`config.mk`:
```
export PLATFORM = sky130hd
export DESIGN_NAME = whack_button_encoder
export DESIGN_NICKNAME = d
export VERILOG_FILES = /design/src/rtl/whack_button_encoder.sv
export SDC_FILE = /design/constraint.sdc
export NUM_CORES = 1
export LEC_CHECK = 0
export BUFFER_PORTS_ARGS = -buffer_cell sky130_fd_sc_hd__buf_2
export CAP_MARGIN = 40
export CORE_UTILIZATION = 30
export DETAILED_ROUTE_END_ITERATION = 8
export GPL_TIMING_DRIVEN = 0
export PLACE_DENSITY = 0.55
export REMOVE_ABC_BUFFERS = 1
export SETUP_SLACK_MARGIN = 0.3
export SLEW_MARGIN = 30
export SYNTH_ARGS = -nofsm -noshare
export SYNTH_HDL_FRONTEND = slang
export SYNTH_SLANG_ARGS = --single-unit
```
`constraint.sdc`:
```
create_clock -name clk -period 4.2 [get_ports clk]
set_input_delay 0.63 -clock clk [delete_from_list [all_inputs] [get_ports clk]]
set_output_delay 0.63 -clock clk [all_outputs]
set_load 0.02 [all_outputs]
```
`src/rtl/whack_button_encoder.sv`:
```
// whack_button_encoder
//   Debounces the five whack buttons and reports each new press once, encoded
//   with the same 3-bit mole number that drives the mole LEDs. Sits between the
//   board pushbuttons and the game-control FSM.
//
//   Optional feature (define HIT_COMPARE_EN): compares each report against the
//   current mole number and pulses hit or miss alongside btn_valid.
//
// Parameters
//   DEBOUNCE_CYCLES  consecutive stable cycles before a new level is accepted (>=1)
//   CNT_W            debounce counter width, 2**CNT_W > DEBOUNCE_CYCLES
//
// Ports
//   clk        in   single clock, rising edge
//   rst        in   synchronous active-high reset
//   btn_raw    in   [4:0] asynchronous active-high buttons, bit i <-> LED bit i
//   btn_code   out  [2:0] code of the last reported press (0 = multi-press)
//   btn_valid  out  one-cycle pulse, btn_code/btn_multi valid this cycle
//   btn_multi  out  more than one debounced button high at the press event
//   busy       out  high while waiting for every button to be released
//   mole_num   in   [2:0] current mole number (HIT_COMPARE_EN only)
//   hit        out  pulse with btn_valid on a matching press (HIT_COMPARE_EN only)
//   miss       out  pulse with btn_valid otherwise (HIT_COMPARE_EN only)
//
// State | Meaning
// ------+---------------------------------------------------------------
// IDLE  | waiting for a debounced press; the first rise is reported
// WAIT  | press reported, further rises ignored until all buttons are up

module whack_button_encoder #(
  parameter int DEBOUNCE_CYCLES = 250000,
  parameter int CNT_W           = 18
) (
  input  logic       clk,
  input  logic       rst,
  input  logic [4:0] btn_raw,
  output logic [2:0] btn_code,
  output logic       btn_valid,
  output logic       btn_multi,
  output logic       busy
`ifdef HIT_COMPARE_EN
  ,
  input  logic [2:0] mole_num,
  output logic       hit,
  output logic       miss
`endif
);

  localparam logic [CNT_W-1:0] CNT_LAST = CNT_W'(DEBOUNCE_CYCLES - 1);

  typedef enum logic {
    IDLE     = 1'b0,
    WAIT_REL = 1'b1
  } state_t;

  state_t state, state_next;

  logic [4:0]       sync1;
  logic [4:0]       sync2;
  logic [4:0]       db;
  logic [4:0]       db_q;
  logic [CNT_W-1:0] cnt [5];

  logic [4:0] rise;
  logic       single;
  logic [2:0] code_next;
  logic       multi_next;
  logic       report;

  // Inverse of the LED map; only meaningful for a one-hot input.
  function automatic logic [2:0] encode(input logic [4:0] v);
    case (v)
      5'b00001: encode = 3'd1;
      5'b01000: encode = 3'd2;
      5'b00010: encode = 3'd3;
      5'b00100: encode = 3'd4;
      5'b10000: encode = 3'd5;
      default:  encode = 3'd0;
    endcase
  endfunction

  // Synchroniser and per-bit debounce. A counter only runs while the
  // synchronised level disagrees with the accepted level, so any glitch back
  // to the accepted level restarts the qualification window.
  always_ff @(posedge clk) begin
    if (rst) begin
      sync1 <= '0;
      sync2 <= '0;
      db    <= '0;
      db_q  <= '0;
      for (int i = 0; i < 5; i++) cnt[i] <= '0;
    end else begin
      sync1 <= btn_raw;
      sync2 <= sync1;
      db_q  <= db;
      for (int i = 0; i < 5; i++) begin
        if (sync2[i] == db[i]) begin
          cnt[i] <= '0;
        end else if (cnt[i] == CNT_LAST) begin
          db[i]  <= sync2[i];
          cnt[i] <= '0;
        end else begin
          cnt[i] <= cnt[i] + CNT_W'(1);
        end
      end
    end
  end

  assign rise       = db & ~db_q;
  assign single     = (db != 5'd0) && ((db & (db - 5'd1)) == 5'd0);
  assign code_next  = single ? encode(db) : 3'd0;
  assign multi_next = !single;

  always_ff @(posedge clk) begin
    if (rst) state <= IDLE;
    else     state <= state_next;
  end

  always_comb begin
    state_next = state;
    case (state)
      IDLE:     if (|rise)     state_next = WAIT_REL;
      WAIT_REL: if (db == 5'd0) state_next = IDLE;
      default:  state_next = IDLE;
    endcase
  end

  always_comb begin
    busy   = (state == WAIT_REL);
    report = (state == IDLE) && (|rise);
  end

  // Report registers: the pulse lands one cycle after the rise is seen, and
  // code/multi hold their value between pulses.
  always_ff @(posedge clk) begin
    if (rst) begin
      btn_valid <= 1'b0;
      btn_code  <= 3'd0;
      btn_multi <= 1'b0;
    end else begin
      btn_valid <= report;
      if (report) begin
        btn_code  <= code_next;
        btn_multi <= multi_next;
      end
    end
  end

`ifdef HIT_COMPARE_EN
  logic [2:0] mole_norm;
  logic       hit_next;

  // LED codes 6 and 7 alias moles 2 and 1.
  always_comb begin
    case (mole_num)
      3'd6:    mole_norm = 3'd2;
      3'd7:    mole_norm = 3'd1;
      default: mole_norm = mole_num;
    endcase
  end

  assign hit_next = !multi_next && (mole_norm != 3'd0) && (code_next == mole_norm);

  always_ff @(posedge clk) begin
    if (rst) begin
      hit  <= 1'b0;
      miss <= 1'b0;
    end else begin
      hit  <= report && hit_next;
      miss <= report && !hit_next;
    end
  end
`endif

endmodule

```
==> flow_summary.toml <==
[status]
status = "completed"

[critical_path]
critPathSlowestCell = "o21ai_2"
worst_r2r_endpoint = "cnt[4][14]$_SDFFCE_PN0P_"
path_buf_inv = 0
path_max_fanout = 18
cp-end-kind = "register"
r2r_setup_slack_ns = 1.60
cp-start-kind = "register"
cp_slowest_stage_delay_ns = 0.62
crit_required_ns = 4.33
path_class = "reg2reg"
cp.arrival_ns = 2.73
crit_chain = "or4b_1 > or4_4 > o21ai_2 > nor2_1"
worstRegToRegCells = 4
cp_top_family = "simple AND/OR/NAND/NOR gates"
r2r_start = "cnt[4][4]$_SDFFCE_PN0P_"

[placed_design]
post-place-cells = 915
dp_hpwl_mm = 7.07
gp_congestion = 0.738
port_buffers = 12
placed_area_um2 = 6560

[grt]
grt.overflow.total = 0
antenna_found_initial = 0
track_usage_pct = 11.6
grt_pass1_wl_mm = 18.2
grt_max_degree = 35
grt_pass1_vias = 3862

[cts]
clockBufferDepth = 2
cts_buffers = 17
clock-sinks = 116
clk_pin_slew_ns = 0.05
cts_tree = "built"
h-tree-depth = 4
cts_setup_buffers = 0
cts_hold_buffers = 0
cts-root-buf = "clkbuf_16"
cts_resized = 0
insertion_delay_ns = 0.41

[drt]
vias = 4198
detail-route-antenna-nets = 0
drt-initial-drc-count = 210
detail_route.first_pass.iterations = 4
detail_route.wl_per_cell_um = 10.9
wirelength_mm = 10.4
route.detailed.drc = 0
viasPerCell = 4.43

[worst_hold_path]
min_delay_worst_endpoint = "sync1[3]$_SDFF_PP0_"
hold_depth = 2
hp-class = "in2reg"
min-delay-start = "btn_raw[3]"

[logic_synthesis]
syn_area_um2 = 5910
yosys_warnings = 0
synth_top_area_cell = "edfxtp_1"
syn_area_per_cell_um2 = 10.4
synth_seq_cells = 116
ys_types = 46
synthArstFlopShare_pct = 0
ys_top_cells_by_area = "edfxtp_1, dfxtp_1, xnor2_1, nor2_1, xor2_1"
netlist_instances = 570
synth_edf_count = 90
ys_seq_area_share_pct = 54.6
synth_flop_cell = "edfxtp_1"
post-synth-top-area-fraction_pct = 45.8

[floorplanning]
core-area_um2 = 19000
dieWidth_um = 142
core.rowCount = 50
start_util_pct = 31.1
die_h_um = 142
dieArea_um2 = 20300
io_pins = 13

[timing]
whs_ns = 0.430
fin_setup_tns_ns = 0
period_needed_ns = 2.60
rsz0062_at_grt = "false"
timing.final.crit_share_pct = 61.9
fin_worst_skew_ns = 0.00735
hold_viol = 0
slew_viol_final = 0
final-setup-viol-count = 0
max_freq_mhz = 385
slew_headroom_pct = 48.8
worst_pin_slew_ns = 0.769

[pwr]
powerDensity_nw_per_um2 = 383
ir_worst_vdd_uv = 283
cellLeakagePower_nw = 2.43

[cells_and_area]
drive_gt1_share_pct = 7.28
nets = 686
final_cells = 947
area_growth_pct = 20.2
final_cell_area_um2 = 7100
n_antenna_cell = 0

[job]
max_cap_violations = 0
## worst max-delay path by stage
stage	from	to	slack, ns	cells past startpoint
after floorplan	cnt[1][0]$_SDFFCE_PN0P_	cnt[1][10]$_SDFFCE_PN0P_	1.86	5
after detailed placement	cnt[4][4]$_SDFFCE_PN0P_	cnt[4][10]$_SDFFCE_PN0P_	1.58	4
after global placement	cnt[1][0]$_SDFFCE_PN0P_	cnt[1][14]$_SDFFCE_PN0P_	1.23	5
after CTS	cnt[4][4]$_SDFFCE_PN0P_	cnt[4][14]$_SDFFCE_PN0P_	1.55	4
after global routing	cnt[4][5]$_SDFFCE_PN0P_	cnt[4][14]$_SDFFCE_PN0P_	1.41	4
final	cnt[4][4]$_SDFFCE_PN0P_	cnt[4][14]$_SDFFCE_PN0P_	1.60	4
## layer usage
layer  global-route usage, %  share of wire (%)
met3                    3.67                3.4
met2                    17.1                 44
met5                       0                  0
met4                    6.11                1.2
met1                    15.0                 51
## registers in the layout, summed over array words and instances (netlist names)
signal and flops:
btn_code 3, btn_multi 1, btn_valid 1, busy 1
cnt 90, db 5, db_q 5, sync1 5
sync2 5
## kinds of logic (layout without fill, tap and decap cells)
logic type	Yosys count	after routing	synth area share, %
other cells	1	90	0.0635
fa+ha+maj	5	5	1.06
mux	3	3	0.508
simple gates	282	282	25.0
flops	116	116	54.6
compound gates	51	51	5.15
xor+xnor	74	74	11.0
buf+inv	38	66	2.73
## through the flow
stage	total power [W]	util, %	worst slack [ns]
after floorplan	0.00140	-	1.86
after global placement	0.00143	34.4	1.23
after detailed placement	0.00143	34.5	1.58
after CTS	0.00276	37.3	1.55
after global routing	0.00284	37.3	1.41
final	0.00272	37.3	1.60
## cell usage after synthesis (all sizes together), types with 17 or more instances
cell type,n
nor4,18
inv,22
nand3,34
xor2,23
o21ai,18
a21oi,18
nor2,98
nand4,25
xnor2,51
nand2,24
nor2b,17
edfxtp,90
dfxtp,26
## power breakdown
| part | leakage, nW | total, W | internal, W | switching (W) |
|---|---|---|---|---|
| Sequential | 1.14 | 0.00132 | 0.00128 | 0.0000442 |
| Combinational | 1.02 | 0.0000882 | 0.0000364 | 0.0000519 |
| Clock | 0.267 | 0.00131 | 0.000831 | 0.000476 |
| Total | 2.43 | 0.00272 | 0.00215 | 0.000573 |
## final cells by class
| class | count | area (um^2) |
|---|---|---|
| clock buffer | 28 | 518 |
| clock inverter | 4 | 20.0 |
| fill | 1954 | 11900 |
| inverter | 22 | 82.6 |
| multi-input combinational | 505 | 2870 |
| sequential | 116 | 3220 |
| tap | 260 | 325 |
| timing repair buffer | 12 | 60.1 |
## layout by cell type (no fill, tap or decap), types with 2 or more instances in the layout
master	n
a21o_1	2
a21oi_1	18
and2_1	2
and3_1	3
and4_1	5
buf_2	12
clkbuf_1	7
clkbuf_16	18
clkbuf_8	3
clkinv_2	4
conb_1	90
dfxtp_1	26
edfxtp_1	90
ha_1	5
inv_1	22
mux2i_1	3
nand2_1	24
nand2b_1	7
nand3_1	34
nand4_1	25
nor2_1	98
nor2b_1	17
nor3_1	11
nor3b_1	2
nor4_1	18
nor4b_1	6
o21ai_0	13
o21ai_2	5
o31ai_1	6
or2_2	2
or3_1	9
or4_1	11
or4b_1	2
or4b_2	2
xnor2_1	51
xor2_1	23
No activity file was read; power rests on OpenSTA's default activity.
